===== src/rtl/chn_sched_pkg.sv =====
// Shared types and default sizing for the channel scheduler.
package chn_sched_pkg;

  localparam int NUM_CHN     = 8;
  localparam int CHN_W       = 3;
  localparam int TIMEOUT_CNT = 450;

  typedef enum logic [1:0] {
    IDLE  = 2'd0,
    START = 2'd1,
    WAIT  = 2'd2,
    WB    = 2'd3
  } state_t;

endpackage


===== src/rtl/chn_sched_rr_arb.sv =====
// Round-robin pick of the first request after the last granted channel.
module rr_arb #(
  parameter int NUM_CHN = chn_sched_pkg::NUM_CHN,
  parameter int CHN_W   = chn_sched_pkg::CHN_W
) (
  input  logic [NUM_CHN-1:0] req,
  input  logic [CHN_W-1:0]   last,
  output logic [CHN_W-1:0]   gnt_idx,
  output logic               gnt_vld
);
  import chn_sched_pkg::*;

  // Walk from farthest to nearest so the nearest requester after 'last' wins.
  always_comb begin
    gnt_idx = '0;
    gnt_vld = 1'b0;
    for (int off = NUM_CHN; off >= 1; off--) begin
      if (req[last + CHN_W'(off)]) begin
        gnt_idx = last + CHN_W'(off);
        gnt_vld = 1'b1;
      end
    end
  end

endmodule


===== src/rtl/chn_sched.sv =====
// Shares one ADPCM datapath among NUM_CHN channels, round-robin.
// Define CHN_SCHED_TIMEOUT_EN to abandon a service when fa_done never arrives.
module chn_sched #(
  parameter int NUM_CHN     = chn_sched_pkg::NUM_CHN,
  parameter int CHN_W       = chn_sched_pkg::CHN_W,
  parameter int TIMEOUT_CNT = chn_sched_pkg::TIMEOUT_CNT
) (
  input  logic               clk,
  input  logic               reset,
  input  logic [NUM_CHN-1:0] chn_req,
  input  logic               fs,
  input  logic               fa_done,
  output logic               fa_trig,
  output logic [CHN_W-1:0]   chn_sel,
  output logic               wr_en,
  output logic [CHN_W-1:0]   wr_addr,
  output logic               busy,
  output logic               error
);
  import chn_sched_pkg::*;

  if (NUM_CHN != (1 << CHN_W) || TIMEOUT_CNT < 2) begin : g_bad_cfg
    $error("chn_sched: NUM_CHN must equal 2**CHN_W and TIMEOUT_CNT must be >= 2");
  end

  state_t               state, state_nxt;
  logic [NUM_CHN-1:0]   pending;
  logic [NUM_CHN-1:0]   sel_onehot;
  logic [NUM_CHN-1:0]   pend_clr;
  logic [NUM_CHN-1:0]   overrun;
  logic [CHN_W-1:0]     last_grant;
  logic [CHN_W-1:0]     gnt_idx;
  logic                 gnt_vld;
  logic                 to_hit;
  logic                 svc_end;

  rr_arb #(
    .NUM_CHN (NUM_CHN),
    .CHN_W   (CHN_W)
  ) u_arb (
    .req     (pending),
    .last    (last_grant),
    .gnt_idx (gnt_idx),
    .gnt_vld (gnt_vld)
  );

`ifdef CHN_SCHED_TIMEOUT_EN
  localparam int TO_W = $clog2(TIMEOUT_CNT + 1);
  logic [TO_W-1:0] to_cnt;

  always_ff @(posedge clk or posedge reset) begin
    if (reset) begin
      to_cnt <= '0;
    end else if (state == START) begin
      to_cnt <= '0;
    end else if (state == WAIT && to_cnt != TO_W'(TIMEOUT_CNT)) begin
      to_cnt <= to_cnt + 1'b1;
    end
  end

  // Fires on the edge that completes the TIMEOUT_CNT-th WAIT cycle; fa_done wins a tie.
  assign to_hit = (state == WAIT) && !fa_done && (to_cnt >= TO_W'(TIMEOUT_CNT - 1));
`else
  assign to_hit = 1'b0;
`endif

  always_ff @(posedge clk or posedge reset) begin
    if (reset) state <= IDLE;
    else       state <= state_nxt;
  end

  always_comb begin
    state_nxt = state;
    unique case (state)
      IDLE:    if (gnt_vld) state_nxt = START;
      START:   state_nxt = WAIT;
      WAIT:    if (fa_done) state_nxt = WB;
               else if (to_hit) state_nxt = IDLE;
      WB:      state_nxt = IDLE;
      default: state_nxt = IDLE;
    endcase
  end

  always_comb begin
    fa_trig = (state == START);
    wr_en   = (state == WB);
    busy    = (state != IDLE);
  end

  assign wr_addr    = chn_sel;
  assign sel_onehot = NUM_CHN'(1) << chn_sel;
  assign svc_end    = (state == WB) || to_hit;
  assign pend_clr   = svc_end ? sel_onehot : '0;
  // The channel being served may re-request without it counting as an overrun.
  assign overrun    = chn_req & pending & ~(busy ? sel_onehot : '0);

  always_ff @(posedge clk or posedge reset) begin
    if (reset) begin
      pending    <= '0;
      last_grant <= CHN_W'(NUM_CHN - 1);
      chn_sel    <= '0;
      error      <= 1'b0;
    end else begin
      pending <= (pending & ~pend_clr) | chn_req;
      if (state == IDLE && gnt_vld) chn_sel <= gnt_idx;
      if (svc_end) last_grant <= chn_sel;
      if ((|overrun) || (fs && (|pending)) || to_hit) error <= 1'b1;
    end
  end

endmodule


===== config.mk =====
export PLATFORM = sky130hd
export DESIGN_NAME = chn_sched
export DESIGN_NICKNAME = d
export VERILOG_FILES = /design/src/rtl/chn_sched_pkg.sv /design/src/rtl/chn_sched_rr_arb.sv /design/src/rtl/chn_sched.sv
export SDC_FILE = /design/constraint.sdc
export NUM_CORES = 1
export LEC_CHECK = 0
export BUFFER_PORTS_ARGS = -buffer_cell sky130_fd_sc_hd__buf_2
export CAP_MARGIN = 20
export CORE_UTILIZATION = 52
export CTS_CLUSTER_SIZE = 40
export DETAILED_ROUTE_END_ITERATION = 12
export GPL_TIMING_DRIVEN = 0
export PLACE_DENSITY = 0.75
export SLEW_MARGIN = 20
export SYNTH_ARGS = -nofsm -noshare
export SYNTH_HDL_FRONTEND = slang
export SYNTH_SLANG_ARGS = --single-unit

===== constraint.sdc =====
create_clock -name clk -period 7.9 [get_ports clk]
set_input_delay 1.58 -clock clk [delete_from_list [all_inputs] [get_ports clk]]
set_output_delay 1.58 -clock clk [all_outputs]
set_load 0.01 [all_outputs]

; Word level (Yosys, flattened, before mapping)
; Cells that the tools add are included.
[totals]
reg_bits = 17
latch_bits = 0
ramBits = 0
romBits = 0
inputBits = 12
out_inout_bits = 10
memories = 0
[classes]
add_sub_neg = 7
mul = 0
div_mod_pow = 0
n_lt_le_gt_ge = 8
n_eq_ne = 5
n_shift = 1
muxes = 37
bitwise_logic = 6
n_reduce_logical = 8
[ops]
columns = operator, count
row1 = $lt A3 B4 Y1 const B, 8
row2 = $and A8 B8 Y8, 3
row3 = $bmux W1 S3, 8
row4 = $mux W3, 8
row5 = $mux W1, 16
row6 = $mux W8, 2
row7 = $not A8 Y8, 2
row8 = $reduce_or A8 Y1, 2
row9 = $add A3 B3 Y3 const B, 4
row10 = $or A8 B8 Y8, 1
row11 = $pmux W2 S4, 1
row12 = $shl A1 B3 Y8 const A, 1
row13 = $add A3 B2 Y3 const B, 2
row14 = $eq A2 B2 Y1 const B, 2
row15 = $mux W2, 2
row16 = $ne A2 B2 Y1 const B, 2
row17 = $add A3 B1 Y3 const B, 1
row18 = $eq A2 B1 Y1 const B, 1
row19 = $logic_and A1 B1 Y1, 2
row20 = $logic_not A2 Y1, 1
row21 = $reduce_and A2 Y1, 1
row22 = $reduce_bool A2 Y1, 1
row23 = $logic_or A1 B1 Y1, 1

; Logic depth before layout (Yosys ltp)
[logic_depth]
ltp_word = 12
depth_mapped = 11
mapped_depth_nobuf = 8

; Cells and area by module
; From an unflattened synthesis, not the netlist that was laid out.
[unflattened]
hier_cells = 165
hier_area_um2 = 1620.3
[by_module_without_submodules]
columns = module, instances, cells_each, area_each_um2, seq_area_each_um2
row1 = chn_sched, 1, 88, 945.9, 429.2
row2 = rr_arb, 1, 77, 674.4, 0.0

; Least setup slack after synthesis
; OpenSTA, ideal clock, no wires.
[synth_path]
kind = register to register
start = register last_grant[1]
end = register chn_sel[1]
arrival_ns = 2.892
path_slack_ns = 4.922
stages_incl_launch_ff = 11
n_path_buf = 2
synth_period_minus_slack_ns = 2.978
path_cell_list = dfstp_2 buf_1 inv_1 ha_1 buf_6 and2_1 a211oi_2 a221oi_2 mux2_2 a2111o_1 o221ai_2
[synth_between]
elab_chain_cells = 11
word_cells_on_any_way = 40
[synth_lines]
columns = element, line
row1 = "start, declared", chn_sched.sv:31  ; logic [CHN_W-1:0] last_grant;
row2 = "start signal, assigned", chn_sched.sv:100  ; last_grant <= CHN_W'(NUM_CHN - 1);
row3 = "start signal, assigned", chn_sched.sv:106  ; if (svc_end) last_grant <= chn_sel;
row4 = $add A3 B3 Y3 / $bmux W1 S3 (equally long branches), "chn_sched_rr_arb.sv:18, chn_sched_rr_arb.sv:19"
row5 = $bmux W1 S3 / $mux W1 (equally long branches), chn_sched_rr_arb.sv:18  ; if (req[last + CHN_W'(off)]) begin
row6 = $mux W1 (implied by the code), chn_sched_rr_arb.sv:18
row7 = $mux W1 (7 in a row), chn_sched_rr_arb.sv:18
row8 = $logic_and A1 B1 Y1, chn_sched.sv:105  ; if (state == IDLE && gnt_vld) chn_sel <= gnt_idx;
row9 = "end signal, assigned", chn_sched.sv:105
row10 = "end, declared", chn_sched.sv:14  ; output logic [CHN_W-1:0] chn_sel,
; Several ways; a longest one is shown, not always the timed one. The select of a mux whose other input is x is not followed.
; A chain may end at the register's enable or synchronous reset.

; Final worst setup path
; Ends and elaborated chain as after synthesis.

==> results.py <==
metrics = {
    "status": {
        "status": "finished, final reports clean",
    },
    "power": {
        "ir_drop_mv": 0.220,
        "powerDensity_nw_per_um2": 320,
        "power.leakage_nw": 0.773,
        "p_total_uw": 619,
    },
    "routing": {
        "first_pass_iters": 4,
        "drc_errors": 0,
        "first_iter_violations": 102,
        "ant_nets": 0,
        "post_drt_wl_per_cell_um": 17.1,
        "drt-total-wl_um": 4440,
        "routed_via_density": 6.32,
        "vias": 1643,
    },
    "yosys": {
        "synth.avg_cell_area_um2": 9.16,
        "synthArstFlopShare": 1.00,
        "synth.top_cells.by_count": "nand2_1, dfrtp_1, a21oi_1, inv_1",
        "synth-edff-count": 0,
        "synth_cell_types": 50,
        "synth_nets": 209,
        "synthTopCellsByArea": "dfrtp_1, mux4_2, nand2_1",
        "ys_seq_elements": 17,
        "syn_area_um2": 1750,
        "syn_inst": 191,
        "synth_top_cell_area_share": 0.200,
        "yosysMostFrequentCell": "nand2_1",
        "ys_seq_area_frac": 0.245,
        "yosys_warnings": 0,
        "synthFlopType": "dfrtp_1",
        "synth_top_cell_by_area": "dfrtp_1",
    },
    "cts": {
        "cts_made_buffers": 3,
        "hold_buffers": 0,
        "cts_tree": "done",
        "clkSlewWorstSetupHoldPaths_ns": 0.10,
        "clock-sinks": 17,
        "cts_setup_buffers": 0,
        "cts_root_buf": "clkbuf_4",
        "cts_max_level": 1,
        "post_cts_resized": 0,
        "insertion_delay_ns": 0.30,
        "cts.path.max_buffers": 2,
    },
    "timing": {
        "max_freq_mhz": 286,
        "fin_crit_ns": 3.50,
        "rsz0062_at_grt": "no",
        "setup_viol": 0,
        "layout_worst_path_cycle_share": 0.443,
        "max-slew-margin-rel": 0.489,
        "worstMarginPinSlew_ns": 0.760,
        "hold_slack_ns": 0.532,
        "fin_skew_ns": 0.00191,
        "setup_tns_ns": 0,
        "report.final.slew_viol_count": 0,
        "hold_violations": 0,
    },
    "global_routing": {
        "busiest_layer": "met2",
        "antenna_found_initial": 0,
        "use_met3": 0.0260,
        "grtUsageTotal": 0.269,
        "grt_pass1_wl_um": 7090,
        "grt_pass1_vias": 1488,
        "grt_max_degree": 18,
        "met2_usage": 0.457,
        "gr-total-overflow": 0,
        "met1_usage": 0.340,
    },
    "min_path": {
        "hold_path.class": "reg2reg",
    },
    "finish": {
        "final_area_um2": 1940,
        "drive_gt1_frac": 0.259,
        "area_growth_pct": 10.7,
        "fin_util": 0.619,
        "fin_nets": 235,
        "diodes": 0,
    },
    "setup_path": {
        "crit_fanout": 10,
        "crit_slowest_cell": "dfstp_2",
        "end_kind": "flop",
        "crit_type": "reg2reg",
        "worstPathCellList": "buf_1, inv_1, ha_1, xnor2_1, mux2i_1, a221oi_2, mux2_2, a2111o_1, o221ai_2",
        "cp.arrival_ns": 3.72,
        "crit_required_ns": 8.12,
        "max_stage_delay_ns": 0.58,
        "start_kind": "flop",
    },
    "placement": {
        "detailed_place_hpwl_um": 3370,
        "placed_cell_area_um2": 1910,
        "port_buffers": 21,
        "gp_congestion": 0.963,
    },
    "floorplanning": {
        "core_um2": 3130,
        "die_w_um": 60.0,
        "io_pins": 22,
        "rows": 20,
        "die_area_um2": 3600,
        "dieHeight_um": 60.0,
        "initial_core_util": 0.560,
    },
    "run": {
        "maxCapViolations": 0,
    },
}
-- critical path: cells and delay by family (launching register included) --
kind | cells | cell delay, ns
AOI/OAI and AO/OA | 3 | 0.96
xor gates and xnor gates | 1 | 0.41
adders and majority gates | 1 | 0.33
buffers and inverters | 2 | 0.60
DFF | 1 | 0.58
muxes | 2 | 0.54
-- registers in the layout, indices dropped and copies added (netlist names) --
signal,flops
pending,8
last_grant,3
error,1
state,2
chn_sel,3
-- stage by stage --
step,instances,worst slack (ns)
floorplan,191,4.92
global placement,256,4.52
detailed placement,256,4.49
CTS,260,4.46
global route,260,4.22
finish,260,4.40
-- where the power goes --
group / internal (mW) / switching, mW / total, mW
logic: 0.182 / 0.248 / 0.430
clock network: 0.0197 / 0.0278 / 0.0475
registers: 0.113 / 0.0288 / 0.142
total: 0.315 / 0.304 / 0.619
-- cell families (layout without fill, tap and decap cells) --
family | after synthesis | count (layout) | share of synthesized area
AOI/OAI and AO/OA | 55 | 55 | 0.238
xor gates and xnor gates | 3 | 3 | 0.0150
and+or+nand+nor | 59 | 59 | 0.159
muxes | 27 | 27 | 0.229
buffers and inverters | 24 | 49 | 0.0708
DFF | 17 | 17 | 0.245
adders and majority gates | 6 | 6 | 0.0429
-- placed cells by master (no fill, tap or decap), types with 6 or more instances in the layout --
master	Yosys	final
nor2_1	7	7
nor2b_1	6	6
a21o_1	9	9
dfrtp_1	14	14
mux2_2	8	8
a21oi_1	11	11
buf_2	0	21
mux2i_1	9	9
inv_1	11	11
a31oi_1	6	6
ha_1	6	6
nand2_1	27	27
-- layer usage --
| layer | wire length [µm] | part of all wire |
|---|---|---|
| met1 | 1930 | 0.43 |
| met2 | 2210 | 0.50 |
| met3 | 200 | 0.045 |
| met4 | 110 | 0.025 |
| met5 | 0 | 0 |
-- cell type report --
cell class | instances | area (µm²)
timing repair buffer | 21 | 105
sequential | 17 | 429
tap | 44 | 55.1
inverter | 11 | 41.3
buffer | 13 | 82.6
fill | 275 | 1190
multi-input combinational | 150 | 1200
clock buffer | 4 | 26.3
-- path summary, 6_finish.rpt --
| path | from | to | slack, ns | cells after the start |
|---|---|---|---|---|
| setup / recovery | last_grant[1] | chn_sel[1] | 4.40 | 9 |
| hold / removal | error | error | 0.53 | 2 |
| setup reg to reg | last_grant[1] | chn_sel[1] | 4.40 | 9 |
| hold reg to reg | error | error | 0.53 | 2 |
| max in group asynchronous | reset | pending[4] | 6.13 | 2 |
| min in group asynchronous | reset | state[1] | 1.36 | 2 |
Power figures use the tool's default switching activity.
